==> src/rtl/irq_pkg.sv <==
// irq_pkg: shared FSM state encoding and default priority width for the interrupt arbiter
package irq_pkg;
  localparam int DefPrioWidth = 4;
  typedef enum logic {IDLE, PRESENT} state_e;
endpackage

==> src/rtl/irq_prio_tree.sv <==
// irq_prio_tree: binary comparison tree picking the eligible line with max priority, lowest index on ties
//   elig_i  - per-line eligible flags
//   prio_i  - packed per-line priorities
//   valid_o - any line eligible
//   id_o    - winning line index
//   prio_o  - winning line priority
module irq_prio_tree
  import irq_pkg::*;
#(
  parameter int NrInputs  = 32,
  parameter int PrioWidth = DefPrioWidth,
  parameter int IdWidth   = $clog2(NrInputs)
) (
  input  logic [NrInputs-1:0]           elig_i,
  input  logic [NrInputs*PrioWidth-1:0] prio_i,
  output logic                          valid_o,
  output logic [IdWidth-1:0]            id_o,
  output logic [PrioWidth-1:0]          prio_o
);
  localparam int Leaves = 2 ** IdWidth;
  localparam int Nodes  = 2 * Leaves - 1;
  logic [Nodes-1:0]                v;
  logic [Nodes-1:0][PrioWidth-1:0] p;
  logic [Nodes-1:0][IdWidth-1:0]   d;
  // Heap layout: node k has children 2k+1 (lower indices) and 2k+2, so ">=" favours the lower index.
  always_comb begin
    v = '0;
    p = '0;
    d = '0;
    for (int i = 0; i < NrInputs; i++) begin
      v[Leaves-1+i] = elig_i[i];
      p[Leaves-1+i] = prio_i[i*PrioWidth +: PrioWidth];
      d[Leaves-1+i] = IdWidth'(i);
    end
    for (int k = Leaves - 2; k >= 0; k--) begin
      v[k] = v[2*k+1] | v[2*k+2];
      p[k] = (v[2*k+1] & (~v[2*k+2] | (p[2*k+1] >= p[2*k+2]))) ? p[2*k+1] : p[2*k+2];
      d[k] = (v[2*k+1] & (~v[2*k+2] | (p[2*k+1] >= p[2*k+2]))) ? d[2*k+1] : d[2*k+2];
    end
  end
  assign valid_o = v[0];
  assign id_o    = d[0];
  assign prio_o  = p[0];
endmodule

==> src/rtl/irq_pending_arb.sv <==
// irq_pending_arb: pending register plus IDLE/PRESENT arbiter presenting the highest-priority enabled interrupt
//   clk_i, rst_i   - clock, async active-high reset
//   irqs_i         - one-cycle set pulses per line
//   ie_i, prio_i   - per-line enable and priority
//   threshold_i    - lines need priority strictly above this
//   ip_o           - pending vector
//   irq_valid_o/irq_id_o/irq_prio_o - registered presentation
//   irq_ready_i    - claim of the presented interrupt
module irq_pending_arb
  import irq_pkg::*;
#(
  parameter int NrInputs  = 32,
  parameter int PrioWidth = DefPrioWidth,
  localparam int IdWidth  = $clog2(NrInputs)
) (
  input  logic                          clk_i,
  input  logic                          rst_i,
  input  logic [NrInputs-1:0]           irqs_i,
  input  logic [NrInputs-1:0]           ie_i,
  input  logic [NrInputs*PrioWidth-1:0] prio_i,
  input  logic [PrioWidth-1:0]          threshold_i,
  output logic [NrInputs-1:0]           ip_o,
  output logic                          irq_valid_o,
  output logic [IdWidth-1:0]            irq_id_o,
  output logic [PrioWidth-1:0]          irq_prio_o,
  input  logic                          irq_ready_i
);
  state_e                state_q;
  logic [NrInputs-1:0]   pend_q, pend_d, elig, clr;
  logic [IdWidth-1:0]    id_q, cand_id;
  logic [PrioWidth-1:0]  prio_q, cand_prio;
  logic                  cand_v, hs;
  always_comb begin
    elig = '0;
    for (int i = 0; i < NrInputs; i++)
      elig[i] = pend_q[i] & ie_i[i] & (prio_i[i*PrioWidth +: PrioWidth] > threshold_i);
  end
  irq_prio_tree #(.NrInputs(NrInputs), .PrioWidth(PrioWidth), .IdWidth(IdWidth)) u_tree (
    .elig_i (elig),
    .prio_i (prio_i),
    .valid_o(cand_v),
    .id_o   (cand_id),
    .prio_o (cand_prio)
  );
  assign hs     = (state_q == PRESENT) & irq_ready_i;
  assign clr    = hs ? (NrInputs'(1) << id_q) : '0;
  // Set wins over a same-cycle claim so a fresh pulse is never lost.
  assign pend_d = (pend_q & ~clr) | irqs_i;
  always_ff @(posedge clk_i or posedge rst_i) begin
    if (rst_i) begin
      state_q <= IDLE;
      pend_q  <= '0;
      id_q    <= '0;
      prio_q  <= '0;
    end else begin
      pend_q <= pend_d;
      if (state_q == IDLE && cand_v) begin
        state_q <= PRESENT;
        id_q    <= cand_id;
        prio_q  <= cand_prio;
      end else if (hs) begin
        state_q <= IDLE;
      end
    end
  end
  assign ip_o        = pend_q;
  assign irq_valid_o = (state_q == PRESENT);
  assign irq_id_o    = id_q;
  assign irq_prio_o  = prio_q;
endmodule

==> config.mk <==
export PLATFORM = sky130hd
export DESIGN_NAME = irq_pending_arb
export DESIGN_NICKNAME = d
export VERILOG_FILES = /design/src/rtl/irq_pkg.sv /design/src/rtl/irq_prio_tree.sv /design/src/rtl/irq_pending_arb.sv
export SDC_FILE = /design/constraint.sdc
export NUM_CORES = 1
export LEC_CHECK = 0
export ABC_AREA = 1
export CAP_MARGIN = 10
export CORE_ASPECT_RATIO = 0.75
export CORE_UTILIZATION = 52
export DETAILED_ROUTE_END_ITERATION = 7
export PLACE_DENSITY = 0.87
export SYNTH_ARGS = -nofsm -noshare
export SYNTH_HDL_FRONTEND = slang
export SYNTH_SLANG_ARGS = --single-unit
==> constraint.sdc <==
create_clock -name clk_i -period 8.55 [get_ports clk_i]
set_input_delay 1.71 -clock clk_i [delete_from_list [all_inputs] [get_ports clk_i]]
set_output_delay 1.71 -clock clk_i [all_outputs]
set_load 0.005 [all_outputs]
== Yosys cells after proc, flatten, opt, wreduce, memory -nomap -nowiden ==
Index checks and enable logic that the tools add are counted.
Widths: inputs -> output; s select.
Word-level totals
  register bits: 42
  input bits: 199
  output and inout port bits: 42
  logic and storage cells: 328
Operators by class
  magnitude comparators: 63
  shift operators: 1
  mux-type cells: 65
  bitwise operators: 193
  reductions and logical operators: 2
Operators with widths (count)
  $gt 4x4->1: 32
  $ge 4x4->1: 31
  $mux 4: 31
  $and 1x1->1: 96
  $mux 5: 15
  $or 1x1->1: 62
  $and 32x32->32: 1
  $mux 32: 1
  $not 1->1: 32
  $not 32->32: 1
  $or 32x32->32: 1
  $shl 1x5->32 const A: 1
  $mux 1: 18
  $reduce_bool 2->1: 1
  $logic_and 1x1->1: 1

== Depth between registers and ports, before layout ==
  word-level depth: 22
  depth in mapped cells: 60
  depth with buffers taken out: 58

== Hierarchy ==
A second synthesis with hierarchy kept.
Unflattened totals
  cell total of the unflattened synthesis: 1570
  area, all modules: 10126.0 um^2
Modules (own cells, without submodules)
  irq_pending_arb: times used 1, cells each 701, area each 5118.7 um^2, sequential area each 1051.0 um^2
  irq_prio_tree: times used 1, cells each 869, area each 5007.3 um^2, sequential area each 0.0 um^2

== Worst setup path before layout ==
No wires, ideal clock.
  kind: input to register
  from: in threshold_i[1]
  to: reg id_q[0], in the netlist irq_id_o[0]
  setup time: 0.124 ns
  arrival: 8.795 ns
  required time: 8.426 ns
  slack: -0.368 ns
  cell stages on the path: 50
  buffers on the path: 0
  cells stage by stage: inv_1 ha_1 inv_1 nor2_1 nor2_1 nor2_1 a211oi_1 nor3_1 a21o_1 o21ai_0 ha_1 a21boi_0 o21a_1 o21ai_0 nand3b_1 nand2_1 clkinv_1 nand2_1 [14 not listed] o21a_1 o21ai_0 nand3b_1 nand2_1 inv_1 nand3_1 and2_1 ha_1 inv_1 a21oi_1 o21a_1 o21ai_0 nand2_1 o22ai_1 nor2_2 a21boi_0 a21oi_1 o21ai_1
Between the ends
  longest elaborated chain between the ends: 22
  elaborated cells between the ends (all ways): 265
  classes of those cells: order compare: 47; mux: 61; bitwise: 156; reduce/logical: 1
Ends and longest elaborated chain
  from (decl): line irq_pending_arb.sv:21  | input logic [PrioWidth-1:0] threshold_i,
  $gt 4x4->1: line irq_pending_arb.sv:36  | elig[i] = pend_q[i] & ie_i[i] & (prio_i[i*PrioWidth +: PrioWidth] > threshold_i);
  $and 1x1->1: line irq_pending_arb.sv:36
  $not 1->1: line irq_prio_tree.sv:37, irq_prio_tree.sv:38
  $or 1x1->1: line irq_prio_tree.sv:37, irq_prio_tree.sv:38
  $and 1x1->1: line irq_prio_tree.sv:37, irq_prio_tree.sv:38
  $mux 4: line irq_prio_tree.sv:37  | p[k] = (v[2*k+1] & (~v[2*k+2] | (p[2*k+1] >= p[2*k+2]))) ? p[2*k+1] : p[2*k+2];
  $ge 4x4->1: line irq_prio_tree.sv:37, irq_prio_tree.sv:38
  $or 1x1->1: line irq_prio_tree.sv:37, irq_prio_tree.sv:38
  [6 not listed]
  $ge 4x4->1: line irq_prio_tree.sv:37, irq_prio_tree.sv:38
  $or 1x1->1: line irq_prio_tree.sv:37, irq_prio_tree.sv:38
  $and 1x1->1: line irq_prio_tree.sv:37, irq_prio_tree.sv:38
  $mux 4: line irq_prio_tree.sv:37
  $ge 4x4->1: line irq_prio_tree.sv:38  | d[k] = (v[2*k+1] & (~v[2*k+2] | (p[2*k+1] >= p[2*k+2]))) ? d[2*k+1] : d[2*k+2];
  $or 1x1->1: line irq_prio_tree.sv:38
  $and 1x1->1: line irq_prio_tree.sv:38
  $mux 5: line irq_prio_tree.sv:38
  to (signal assigned): line irq_pending_arb.sv:59  | id_q <= cand_id;
  to (decl): line irq_pending_arb.sv:30  | logic [IdWidth-1:0] id_q, cand_id;
Parallel ways exist; a longest one is shown, timed or not.
A chain may end at the register's enable or synchronous reset.

== Worst setup path after layout ==
  from: in threshold_i[1]
  to: reg id_q[2], in the netlist irq_id_o[2]
Between the ends
  longest elaborated chain between the ends: 22
  elaborated cells between the ends (all ways): 241
  classes of those cells: order compare: 47; mux: 37; bitwise: 156; reduce/logical: 1
Ends and longest elaborated chain (line)
  $gt 4x4->1: irq_pending_arb.sv:36
  $and 1x1->1: irq_pending_arb.sv:36
  $not 1->1: irq_prio_tree.sv:37
  $or 1x1->1: irq_prio_tree.sv:37
  $and 1x1->1: irq_prio_tree.sv:37
  $mux 4: irq_prio_tree.sv:37
  $ge 4x4->1: irq_prio_tree.sv:37
  $or 1x1->1: irq_prio_tree.sv:37
  [6 not listed]
  $ge 4x4->1: irq_prio_tree.sv:37, irq_prio_tree.sv:38
  $or 1x1->1: irq_prio_tree.sv:37, irq_prio_tree.sv:38
  $and 1x1->1: irq_prio_tree.sv:37, irq_prio_tree.sv:38
  $mux 4: irq_prio_tree.sv:37
  $ge 4x4->1: irq_prio_tree.sv:38
  $or 1x1->1: irq_prio_tree.sv:38
  $and 1x1->1: irq_prio_tree.sv:38
  $mux 5: irq_prio_tree.sv:38
Parallel ways exist; a longest one is shown, timed or not.

==> metrics.txt <==
first-pass GRT wire length=55,000 um; Int Power=1.44 mW; compound-gate portion of the synthesized area=0.194; All-Layer GR Usage=0.344; FFs w/ async S/R, synth=1.00; sequential area share after synthesis=0.106; multi-input logic area=0.00855 mm2; clock-pin slew on the worst setup and hold paths=0.06 ns; Vias=12.8k; CP Capture Type=flip-flop; CTS Hold Buffers Added=0; H-tree Lvls=2; commonest cells after routing, fill and taps aside=nand2_1 (318), inv_1 (246), buf_4 (224); total core area=0.0186 mm2; status=finished with violations; final wirelength=38,400 um; leakage power=8.27 nW; CP Launch Type=input port; Die W=161 um; drt wl/cell=17.2 um; Max clock buf depth=2; register area=0.00105 mm2; Top Ports=241; CTS tree=yes; Mapped Cells=1,493; post-synthesis net count=1,937; GR Overflow Total=0; syn avg cell area=6.62 um2; Logic pwr share=0.830; Worst-Margin Slew=0.911 ns; Sw Ratio=0.479; arrival time worst endpoint=8.92 ns; Rows=43; Post-synth EDFFs=0; Pre-Repair DR Iteration Count=6; initial antenna violation count=0; crit-path most repeated cell=o21ai_1; DRT iter0 DRCs=1,044; Die ar.=0.0196 mm2; Ant. Diodes=0; Cell Pwr Density=177 mW/mm2; Crit path largest cell delay=0.28 ns; largest net degree at the start of global routing=43; fin worst setup slack=-0.170 ns; crit-path leading delay family=simple AND/OR/NAND/NOR gates; crit-path max FO=8; Final Setup Violations=9; number of vias per cell=5.75; antenna viol nets, final=0; Final Hold Fails=0; maximum VDD drop=0.216 mV; CTS buffer count=5; Post-Synth Adder-Cell Area=0.310; RSZ-0062 raised after global routing=true; commonest non-fill, non-tap cell in the layout=nand2_1; switching power=1.32 mW; WP data required=8.75 ns; #FFs+latches synth=42; slowest CP cell=ha_4; leading area contributor after synthesis=ha_1; relative slew slack=0.391; Initial Utilization=0.532; critical path type=input port to flip-flop; vias in the first global route=12.1k; Power, Total=2.76 mW; Main synth FF type=dfrtp_1; Final Critical Period=8.72 ns; root buf cell=clkbuf_16; IO buf count=240; Distinct cells, synth=52; Non-Filler Instances=2,225; post-synth top area share=0.310; ranking of synthesized cells by area=ha_1 (31%), nand2_1 (13%), dfrtp_1 (11%), inv_1 (9.9%), o21ai_0 (6.6%); cell count after placement=2,186; Post-Synth XOR/XNOR Area=0; Filler cells=1,107; Synth Area in Simple Gates=0.280; nets=2,422; number of clock sinks=42; clk_skew=0.00546 ns; CP bufs+invs=11; Yosys Warn Count=0; DRC=0; dpl hpwl=29,300 um; layout cells sized above 1=0.243; worst hold path type=flip-flop to flip-flop; maxcap violations=0; worst skew pair latency=0.28 ns; mapped cell area=0.00988 mm2; largest family of logic cells by synthesized area=adder cells; Die Y=121 um; Max Slew Vio Count=0; period utilisation layout=1.02; sequential share of power=0.104; failing checks=setup timing; Area Growth Syn to Fin=57.4%; multiplexer share of the synthesized area=0; Fmax=115 MHz; gpl congestion=0.947; clock share of power=0.065
==> per-stage QoR <==
stage / setup slack [ns] / TNS [ns] / hold slack (ns) / utilization / cell area, um2
final: -0.170 / -0.842 / 0.522 / 0.838 / 15600
after global routing: -0.549 / -3.95 / 0.562 / 0.838 / 15600
after CTS: 0.0104 / 0 / 0.499 / 0.782 / 14500
after detailed placement: -0.692 / -5.67 / 0.482 / 0.768 / 14300
after global placement: -0.430 / -3.27 / 0.487 / 0.768 / 14300
after floorplan: -0.00888 / -0.00888 / 0.489 / - / 9950
==> worst reg2reg max path, delay by kind of cell, from the launching register on <==
| kind | cells | cell delay (ns) |
|---|---|---|
| buf+inv | 7 | 0.57 |
| simple gates | 17 | 2.41 |
| compound gates | 17 | 2.36 |
| fa+ha+maj | 4 | 0.91 |
| flops | 1 | 0.46 |
==> state kept, by name (all words and copies together) (netlist names) <==
| signal | cells |
|---|---|
| ip_o | 32 |
| irq_id_o | 5 |
| irq_prio_o | 4 |
| irq_valid_o | 1 |
==> kinds of logic (layout without fill, tap and decap cells) <==
group,after synthesis,count (layout)
compound gates,316,316
buf+inv,285,770
fa+ha+maj,245,245
simple gates,605,605
flops,42,42
==> final timing paths <==
| path | end | cells past startpoint | slack [ns] | startpoint |
|---|---|---|---|---|
| setup / recovery | irq_id_o[2] | 53 | -0.17 | threshold_i[1] |
| hold / removal | irq_prio_o[2] | 2 | 0.52 | irq_prio_o[2] |
| setup reg to reg | irq_id_o[2] | 45 | 1.81 | ip_o[3] |
| hold reg to reg | irq_prio_o[2] | 2 | 0.52 | irq_prio_o[2] |
| max in group asynchronous | ip_o[16] | 2 | 6.03 | rst_i |
| min in group asynchronous | irq_prio_o[0] | 2 | 1.95 | rst_i |
==> what timing repair did <==
item                       4_1_cts  5_1_grt
setup endpoints to repair        9        9
resized for setup               34      226
setup buffers                    8       22
pin swaps                       10      101
cloned                           0        2
==> layer usage <==
layer,vias up,track usage,wire length [um]
li1,6002,-,-
met2,679,0.613,18300
met4,0,0.123,1540
met3,148,0.0342,3020
met5,-,0,0
met1,5957,0.429,15500
==> cell type report <==
cell class / instances / area share
multi-input cells: 1166 / 0.550
repair buffers: 485 / 0.286
inverters: 277 / 0.0683
flip-flops and latches: 42 / 0.0676
well taps: 247 / 0.0199
clock buffers: 5 / 0.00804
clock inverters: 2 / 0.000644
repair inverters: 1 / 0.000322
==> power groups by stage <==
stage | Sequential, mW | Clock [mW] | Combinational [mW]
after global placement | 0.283 | 0 | 1.74
after global routing | 0.289 | 0.185 | 2.47
final | 0.287 | 0.181 | 2.29
after CTS | 0.282 | 0.181 | 1.90
after floorplan | 0.265 | 0 | 1.02
after detailed placement | 0.284 | 0 | 1.83
==> cells in the mapped netlist, types with 2 or more instances <==
cell type    n
a211oi_1     4
o21ai_1     12
nand4_1     35
o21ai_4      2
buf_2        3
a21oi_4      2
nor2_1      68
nand2_2     26
clkinv_1     7
o211ai_1    14
o21bai_2     2
o21ai_0    130
nand2_1    347
a31oi_1      5
o21bai_1    13
inv_2        9
nor3_4       3
or2_2        3
o21ai_2      4
clkbuf_1     4
or2_1        3
ha_1       245
dfrtp_1     42
nor3_1       9
and2_1       7
a21oi_1     68
nand3b_1    11
nand3_1     75
a21o_1       9
a21oi_2      5
inv_1      261
nand2_4      7
o21a_1      26
o2111ai_1    3
a21boi_0     7
a221oi_1     2
o22ai_1      2
nand3_2      4
Power figures use the tool's default switching activity.
